==> config.mk <==
export PLATFORM = sky130hd
export DESIGN_NAME = mult_rom_reader
export DESIGN_NICKNAME = d
export VERILOG_FILES = /design/src/rtl/mult_rom_reader.sv
export SDC_FILE = /design/constraint.sdc
export NUM_CORES = 1
export LEC_CHECK = 0
export CORE_MARGIN = 1
export CORE_UTILIZATION = 55
export DETAILED_ROUTE_END_ITERATION = 16
export PLACE_DENSITY = 0.81
export REMOVE_ABC_BUFFERS = 1
export SLEW_MARGIN = 10
export SYNTH_ARGS = -nofsm -noshare
export SYNTH_HDL_FRONTEND = slang
export SYNTH_SLANG_ARGS = --single-unit
==> constraint.sdc <==
create_clock -name clk -period 6.1 [get_ports clk]
set_input_delay 1.22 -clock clk [delete_from_list [all_inputs] [get_ports clk]]
set_output_delay 1.22 -clock clk [all_outputs]
set_load 0.05 [all_outputs]
==> src/rtl/mult_rom_reader.sv <==
// Initiator for a multiplication ROM: single lookups over valid/ready, plus a sweep
// mode that re-checks every ROM entry against a sequential shift-add multiplier.
module mult_rom_reader #(
  parameter int N      = 8,
  parameter int PROD_W = 2*N,
  parameter int RD_LAT = 1
) (
  input  logic              clk,
  input  logic              rst,
  input  logic              in_valid,
  output logic              in_ready,
  input  logic              mode,
  input  logic [N-1:0]      a,
  input  logic [N-1:0]      b,
  output logic              out_valid,
  input  logic              out_ready,
  output logic [PROD_W-1:0] product,
  output logic [2*N-1:0]    mem_address,
  output logic              mem_read_en,
  output logic              mem_ce,
  input  logic [PROD_W-1:0] mem_data,
  output logic              sweep_done,
  output logic [2*N:0]      err_count,
  output logic              err_flag,
  output logic [2*N-1:0]    first_err_addr
);

  localparam int MCW = $clog2(N+1);
  localparam bit LAT0 = (RD_LAT == 0);
  localparam logic [7:0] LAT_LAST = LAT0 ? 8'd0 : 8'(RD_LAT - 1);
  localparam logic [2*N-1:0] LAST_ADDR = '1;

  typedef enum logic [2:0] {
    IDLE, STROBE, WAIT, HOLD, SW_STROBE, SW_WAIT, SW_CHECK, SW_END
  } state_t;

  state_t state_reg, state_next;

  logic [N-1:0]      a_reg, b_reg;
  logic [2*N-1:0]    addr_reg;
  logic [7:0]        rd_cnt_reg;
  logic              rd_done_reg;
  logic [PROD_W-1:0] product_reg;
  logic [PROD_W-1:0] mc_reg, acc_reg;
  logic [N-1:0]      mp_reg;
  logic [MCW-1:0]    mul_cnt_reg;
  logic [2*N:0]      err_count_reg;
  logic              err_flag_reg;
  logic [2*N-1:0]    first_err_addr_reg;

  logic accept, sample_now, mul_done;

  assign accept   = in_valid && (state_reg == IDLE);
  assign mul_done = (mul_cnt_reg == '0);

  always_ff @(posedge clk or posedge rst) begin
    if (rst) state_reg <= IDLE;
    else     state_reg <= state_next;
  end

  always_comb begin
    state_next = state_reg;
    case (state_reg)
      IDLE:      if (in_valid) state_next = mode ? SW_STROBE : STROBE;
      STROBE:    state_next = LAT0 ? HOLD : WAIT;
      WAIT:      if (rd_cnt_reg == LAT_LAST) state_next = HOLD;
      HOLD:      if (out_ready) state_next = IDLE;
      SW_STROBE: state_next = SW_WAIT;
      SW_WAIT:   if (rd_done_reg && mul_done) state_next = SW_CHECK;
      SW_CHECK:  state_next = (addr_reg == LAST_ADDR) ? SW_END : SW_STROBE;
      SW_END:    state_next = IDLE;
      default:   state_next = IDLE;
    endcase
  end

  always_comb begin
    in_ready    = 1'b0;
    out_valid   = 1'b0;
    mem_ce      = 1'b0;
    mem_read_en = 1'b0;
    mem_address = '0;
    sweep_done  = 1'b0;
    case (state_reg)
      IDLE:   in_ready = 1'b1;
      STROBE: begin
        mem_ce      = 1'b1;
        mem_read_en = 1'b1;
        mem_address = {a_reg, b_reg};
      end
      HOLD:   out_valid = 1'b1;
      SW_STROBE: begin
        mem_ce      = 1'b1;
        mem_read_en = 1'b1;
        mem_address = addr_reg;
      end
      SW_END: sweep_done = 1'b1;
      default: ;
    endcase
  end

  // Read data is captured once per strobe, RD_LAT edges after the strobe cycle.
  always_comb begin
    sample_now = 1'b0;
    case (state_reg)
      STROBE, SW_STROBE: sample_now = LAT0;
      WAIT:              sample_now = (rd_cnt_reg == LAT_LAST);
      SW_WAIT:           sample_now = !rd_done_reg && (rd_cnt_reg == LAT_LAST);
      default: ;
    endcase
  end

  always_ff @(posedge clk or posedge rst) begin
    if (rst) begin
      a_reg              <= '0;
      b_reg              <= '0;
      addr_reg           <= '0;
      rd_cnt_reg         <= '0;
      rd_done_reg        <= 1'b0;
      product_reg        <= '0;
      mc_reg             <= '0;
      acc_reg            <= '0;
      mp_reg             <= '0;
      mul_cnt_reg        <= '0;
      err_count_reg      <= '0;
      err_flag_reg       <= 1'b0;
      first_err_addr_reg <= '0;
    end else begin
      if (accept) begin
        a_reg <= a;
        b_reg <= b;
        if (mode) begin
          addr_reg           <= '0;
          err_count_reg      <= '0;
          err_flag_reg       <= 1'b0;
          first_err_addr_reg <= '0;
        end
      end
      case (state_reg)
        STROBE: begin
          rd_cnt_reg  <= '0;
          rd_done_reg <= 1'b0;
        end
        SW_STROBE: begin
          rd_cnt_reg  <= '0;
          rd_done_reg <= 1'b0;
          mc_reg      <= PROD_W'(addr_reg[2*N-1:N]);
          mp_reg      <= addr_reg[N-1:0];
          acc_reg     <= '0;
          mul_cnt_reg <= MCW'(N);
        end
        WAIT, SW_WAIT: begin
          if (!rd_done_reg) rd_cnt_reg <= rd_cnt_reg + 8'd1;
          // Reference multiplier: one multiplier bit per cycle, LSB first.
          if (state_reg == SW_WAIT && !mul_done) begin
            if (mp_reg[0]) acc_reg <= acc_reg + mc_reg;
            mc_reg      <= mc_reg << 1;
            mp_reg      <= mp_reg >> 1;
            mul_cnt_reg <= mul_cnt_reg - 1'b1;
          end
        end
        SW_CHECK: begin
          if (product_reg != acc_reg) begin
            err_count_reg <= err_count_reg + 1'b1;
            if (!err_flag_reg) begin
              err_flag_reg       <= 1'b1;
              first_err_addr_reg <= addr_reg;
            end
          end
          if (addr_reg != LAST_ADDR) addr_reg <= addr_reg + 1'b1;
        end
        default: ;
      endcase
      if (sample_now) begin
        product_reg <= mem_data;
        rd_done_reg <= 1'b1;
      end
    end
  end

  assign product        = product_reg;
  assign err_count      = err_count_reg;
  assign err_flag       = err_flag_reg;
  assign first_err_addr = first_err_addr_reg;

endmodule
After elaboration in Yosys (flattened, before gate mapping)
Cells that the tools add are included.
- register bits after elaboration: 138
- bits in latches: 0
- memory bits (writable): 0
- bits in read-only memories: 0
- bits of input ports: 37
- word-level logic and storage cells: 98
- memories kept: 0
- add/subtract/negate cells: 5
- $mul: 0
- divide/modulo/power cells: 0
- order comparisons: 0
- eq/ne operators: 17
- shifts and indexed selects: 0
- muxes and demuxes: 44
- bitwise logic cells: 0
- reduce and logical (&&, ||, !) cells: 18
- operator list (cell ; number):
    16-bit two-way mux ; 12
    16-bit one-hot mux with 2 select lines ; 3
    17-bit two-way mux ; 4
    8-bit one-hot mux with 2 select lines ; 2
    3-bit one-hot mux with 8 select lines ; 1
    17-bit by 1-bit adder with 17-bit output, second input constant ; 1
    16-bit by 1-bit adder with 16-bit output, second input constant ; 1
    16-bit adder ; 1
    16-bit == test, second input constant ; 1
    8-bit two-way mux ; 2
    16-bit inequality test ; 1
    16-bit inequality test, second input constant ; 1
    3-bit two-way mux ; 5
    2-bit inequality test, second input constant ; 7
    3-bit == test, second input constant ; 4
    1-bit two-way mux ; 11
    8-bit by 1-bit adder with 8-bit output, second input constant ; 1
    8-bit logical NOT ; 1
    4-bit one-hot mux with 2 select lines ; 1
    3-bit by 2-bit == test with 1-bit output, second input constant ; 2
    2-bit nonzero test ; 3
    1-bit logical AND ; 4
    4-bit logical NOT ; 1
    4-bit two-way mux ; 1
    other kinds (10) ; 13

Depth between registers and ports, before layout
- word-level depth: 6
- mapped depth: 9
- gate-level depth less buffers: 9

Worst setup path after synthesis
OpenSTA, ideal clock, no wires.
- path kind: reg2out
- start point: register state_reg[1]
- end point: output mem_address[0]
- arrival time: 1.825 ns
- data required time: 4.880 ns
- path slack: 3.055 ns
- cell stages (with the launch flop): 6
- path through: dfrtp_1 > buf_4 > nand2b_1 > nor2_2 > clkbuf_1 > a22o_1
- cells in the longest elaborated chain, start to end: 2
- RTL lines (what ; RTL line ; text):
    from (decl) ; 37 ; state_t state_reg, state_next;
    from (signal assigned) ; 58 ; else state_reg <= state_next;
    3-bit == test or 3-bit by 1-bit == test with 1-bit output (tied branches) ; 83 ; case (state_reg)
    16-bit one-hot mux with 2 select lines (*) ; 83 ;
    to (decl) ; 18 ; output logic [2*N-1:0] mem_address,
Mark *: on every way between the ends. The rest lies on a longest branch, timed or not.

Worst setup path in the final report
- start point: register state_reg[1]
- end point: output mem_ce
- cells in the longest elaborated chain, start to end: 3
- RTL lines (what ; RTL line ; text):
    3-bit == test or 3-bit by 1-bit == test with 1-bit output (tied branches) ; 83 ;
    2-bit OR reduction (no source line) (*) ; -- ;
    1-bit two-way mux (*) ; 83 ;
    to (decl) ; 20 ; output logic mem_ce,
Marked as above.

==> metrics.sh <==
AREA_OF_THE_MULTI_INPUT_GATES_SQ_UM=3430
FIN_SKEW_NS=0.00789
N_ANTENNA_CELL=0
WORSTPATHMAXFANOUT=19
GRT_SETUP_UNREPAIRED='false'
FIN_SETUP_TNS_NS=0
CLOCK_TREE.ROOT_CELL='sky130_fd_sc_hd__clkbuf_16'
GPL.FINAL_WEIGHTED_CONGESTION=0.867
CRITICAL_PATH_TYPE='flop to primary output'
CRIT_PATH_CELL_TRACE='nand2b_1, nor2_2, or2_2, clkdlybuf4s50_1'
DRIVE_GT1_FRAC=0.101
POSTCTSHOLDBUFS=0
TIMING_WORST_SLEW_PIN_VALUE_NS=1.09
LAYOUT_COMMON_CELLS='138 x sky130_fd_sc_hd__dfrtp_1, 126 x sky130_fd_sc_hd__nand2_1, 107 x sky130_fd_sc_hd__clkdlybuf4s50_1'
VIA_CELL_RATIO=5.80
DETAIL_ROUTE.WL_PER_CELL_UM=16.2
CRITICAL-PATH-MAX-STAGE-DELAY_NS=0.83
GLOBALROUTETOTALUTIL=0.262
UTILIZATION=0.708
SETUP.REG_TO_REG.WORST_SLACK_NS=3.18
CTSHTREEMAXLEVEL=4
SYNTHESIS.AREA_PER_INSTANCE_SQ_UM=9.83
DR.PASS1.ITERS=5
NUMBER_OF_BUFFERS_INSERTED_BY_POST_CTS_SETUP_REPAIR=0
FLOORPLAN.INITIALDENSITY=0.565
DIE_FOOTPRINT_SQ_UM=13400
FP.DIEH_UM=116
GRT_OVERFLOW_TOTAL=0
SEQ_AREA_SQ_UM=3450
SYNTH_EDF_COUNT=0
ROUTED-WL-MET2_UM=7910
SYNTHFLOPTYPE='sky130_fd_sc_hd__dfrtp_1'
FINALSETUPVIOLCOUNT=0
SYNTH_CELLS=725
PLACE.PORT_BUFFERS=107
CLOCK_EDGE_TRANSITION_AT_THE_REGISTERS_ON_THE_REPORTED_SETUP_AND_HOLD_PATHS_NS=0.06
DP_HPWL_UM=11200
WIRELENGTH_UM=16200
FINAL_CRITICAL_PATH_SETUP_SLACK_NS=1.82
IO_PINS=108
CRITPATHTOPFAMILY='simple AND/OR/NAND/NOR gates'
CP_SLOWEST_CELL='sky130_fd_sc_hd__clkdlybuf4s50_1'
DIE_W_UM=116
STDCELL_AREA_SQ_UM=8930
YS_ASYNC_RST_SHARE=1.00
CELLPOWERDENSITY_nW_PER_UM2=588
FIN_CRIT_SH=0.702
MAXSLEWVIOLCOUNT=0
GRT_ANTENNA_BEFORE_REPAIR=0
SYNTHESIS.AREA_SQ_UM=7130
TIMING.FINAL.CRIT_PERIOD_NS=4.28
POST_SYNTH_NUM_CELL_TYPES=59
CTS_TREE='yes'
GRT_PASS1_VIAS=5634
WL_MET3_UM=910
SYNTH.YOSYS.WARNINGS=0
CRIT_ARRIVAL_NS=3.06
DRTITER0DRC=356
MAXCAPVIOLCOUNT=0
TRITONCTS_NUM_SINKS=138
LEAKAGE_nW=3.76
WORSTSETUPSTARTPOINTTYPE='flop'
SYNTHDOMINANTAREACELLTYPE='sky130_fd_sc_hd__dfrtp_1'
FLIP_FLOP_COUNT_OF_THE_LARGEST_REGISTER_ALL_COPIES_AND_WORDS_ADDED=17
GRT_PASS1_WL_UM=27100
CTS_MADE_BUFFERS=17
CRITICAL_PATH_REQUIRED_NS=4.88
GRT_MAX_DEGREE=90
CORE_AREA_SQ_UM=12600
WORST_SKEW_PAIR_LATENCY_NS=0.41
CTS.REPAIR.RESIZED=0
MIN_PATH_TYPE='flop to flop'
TOP_SIGNAL_LAYER_USED='met4'
FMAX_GHz=0.234
SYNTH_SEQUENTIAL_AREA_RATIO=0.485
FLOP_AND_LATCH_COUNT_OUT_OF_SYNTHESIS=138
CRITPATHCAPTURETYPE='primary output'
DETAILROUTE.VIA_COUNT=5809
OUTCOME='complete, no violations'
LAYOUT.NETS=876
CRIT_BUF_INV=1
WORST_SLEW_MARGIN_RELATIVE_TO_ITS_LIMIT=0.271
CLK_PATH_BUF_DEPTH=2
ANTENNA_VIOLATING_NETS_POST_ROUTE=0
MAX-VDD-IR-DROP_mV=0.361
SYNTH.AREA.TOP_CELLS='sky130_fd_sc_hd__dfrtp_1 48%, sky130_fd_sc_hd__nand2_1 6.6%, sky130_fd_sc_hd__mux2_2 5.2%, sky130_fd_sc_hd__xnor2_1 3.8%, sky130_fd_sc_hd__ha_1 3.5%'
POSTPLACECELLAREA_SQ_UM=8300
FLOW.AREA_GROWTH_FROM_SYNTHESIS_PCT=25.3
NUM-FILL-CELLS=942
WL_MET1_UM=7120
ROW_COUNT=41
DRC=0
POST-LAYOUT-TOTAL-POWER_W=0.00525
FINAL_COMMON_CELL='sky130_fd_sc_hd__dfrtp_1'
PRE_CTS_SLACK_NS=2.28
HOLD_VIOLATIONS=0
SYNTH_TOP_AREA_FRAC=0.485
-- logic make-up (layout without fill, tap and decap cells) --
| family | count (synthesis) | in the layout | synth area share |
|---|---|---|---|
| buf+inv | 59 | 164 | 0.0356 |
| simple gates | 270 | 270 | 0.179 |
| compound gates | 157 | 157 | 0.152 |
| mux | 40 | 40 | 0.0620 |
| flops | 138 | 138 | 0.485 |
| xor+xnor | 40 | 40 | 0.0492 |
| fa+ha+maj | 21 | 21 | 0.0379 |
-- metal layers --
layer / GRT usage / up-vias
met2: 0.419 / 180
met1: 0.346 / 2841
met4: 0.0940 / 0
met3: 0.0664 / 21
li1: - / 2767
met5: 0 / -
-- worst register-to-register path, cell delays in order (launching register included) --
cell	delay, ns
sky130_fd_sc_hd__dfrtp_1	0.61
sky130_fd_sc_hd__nor3b_1	0.50
sky130_fd_sc_hd__a21oi_2	0.10
sky130_fd_sc_hd__o21ai_2	0.87
sky130_fd_sc_hd__nor2_1	0.41
sky130_fd_sc_hd__a22o_1	0.31
-- power by group --
group,switching [W],internal [W],leakage [nW]
Combinational,0.00153,0.000934,1.69
Clock,0.000380,0.000713,0.300
Sequential,0.000418,0.00128,1.77
Total,0.00233,0.00292,3.76
-- per-stage QoR --
stage,hold WS (ns),cells
floorplan,0.465,686
global route,0.510,1002
CTS,0.484,1002
finish,0.479,1002
global placement,0.462,971
detailed placement,0.476,971
-- cell usage after synthesis, types with 7 or more instances --
| master | count |
|---|---|
| sky130_fd_sc_hd__dfrtp_1 | 138 |
| sky130_fd_sc_hd__a31oi_1 | 17 |
| sky130_fd_sc_hd__inv_1 | 20 |
| sky130_fd_sc_hd__a22o_1 | 28 |
| sky130_fd_sc_hd__nor2_1 | 43 |
| sky130_fd_sc_hd__ha_1 | 20 |
| sky130_fd_sc_hd__buf_2 | 11 |
| sky130_fd_sc_hd__xnor2_1 | 31 |
| sky130_fd_sc_hd__a21oi_1 | 14 |
| sky130_fd_sc_hd__and3_1 | 7 |
| sky130_fd_sc_hd__xor2_1 | 9 |
| sky130_fd_sc_hd__nand2_1 | 126 |
| sky130_fd_sc_hd__o211ai_1 | 13 |
| sky130_fd_sc_hd__o21ai_0 | 43 |
| sky130_fd_sc_hd__o31ai_1 | 10 |
| sky130_fd_sc_hd__nand3_1 | 29 |
| sky130_fd_sc_hd__mux2_2 | 33 |
| sky130_fd_sc_hd__clkbuf_1 | 23 |
| sky130_fd_sc_hd__mux2i_1 | 7 |
| sky130_fd_sc_hd__nand4_1 | 14 |
| sky130_fd_sc_hd__o21a_1 | 7 |
| sky130_fd_sc_hd__nor3_1 | 11 |
-- cell type report --
cell class,count,share of cell area
flip-flops and latches,138,0.387
multi-input cells,528,0.384
repair buffers,113,0.125
clock buffers,20,0.0523
well taps,172,0.0241
clock inverters,11,0.0189
inverters,20,0.00897
-- final timing paths --
check	to	from	cells past startpoint
worst max-delay path	mem_ce	state_reg[1]	4
worst min-delay path	err_count[16]	err_count[16]	1
worst max register to register	acc_reg[3]	state_reg[0]	5
worst min register to register	err_count[16]	err_count[16]	1
max in group asynchronous	err_count[5]	rst	3
min in group asynchronous	err_count[11]	rst	2
No activity file was read; power rests on OpenSTA's default activity.
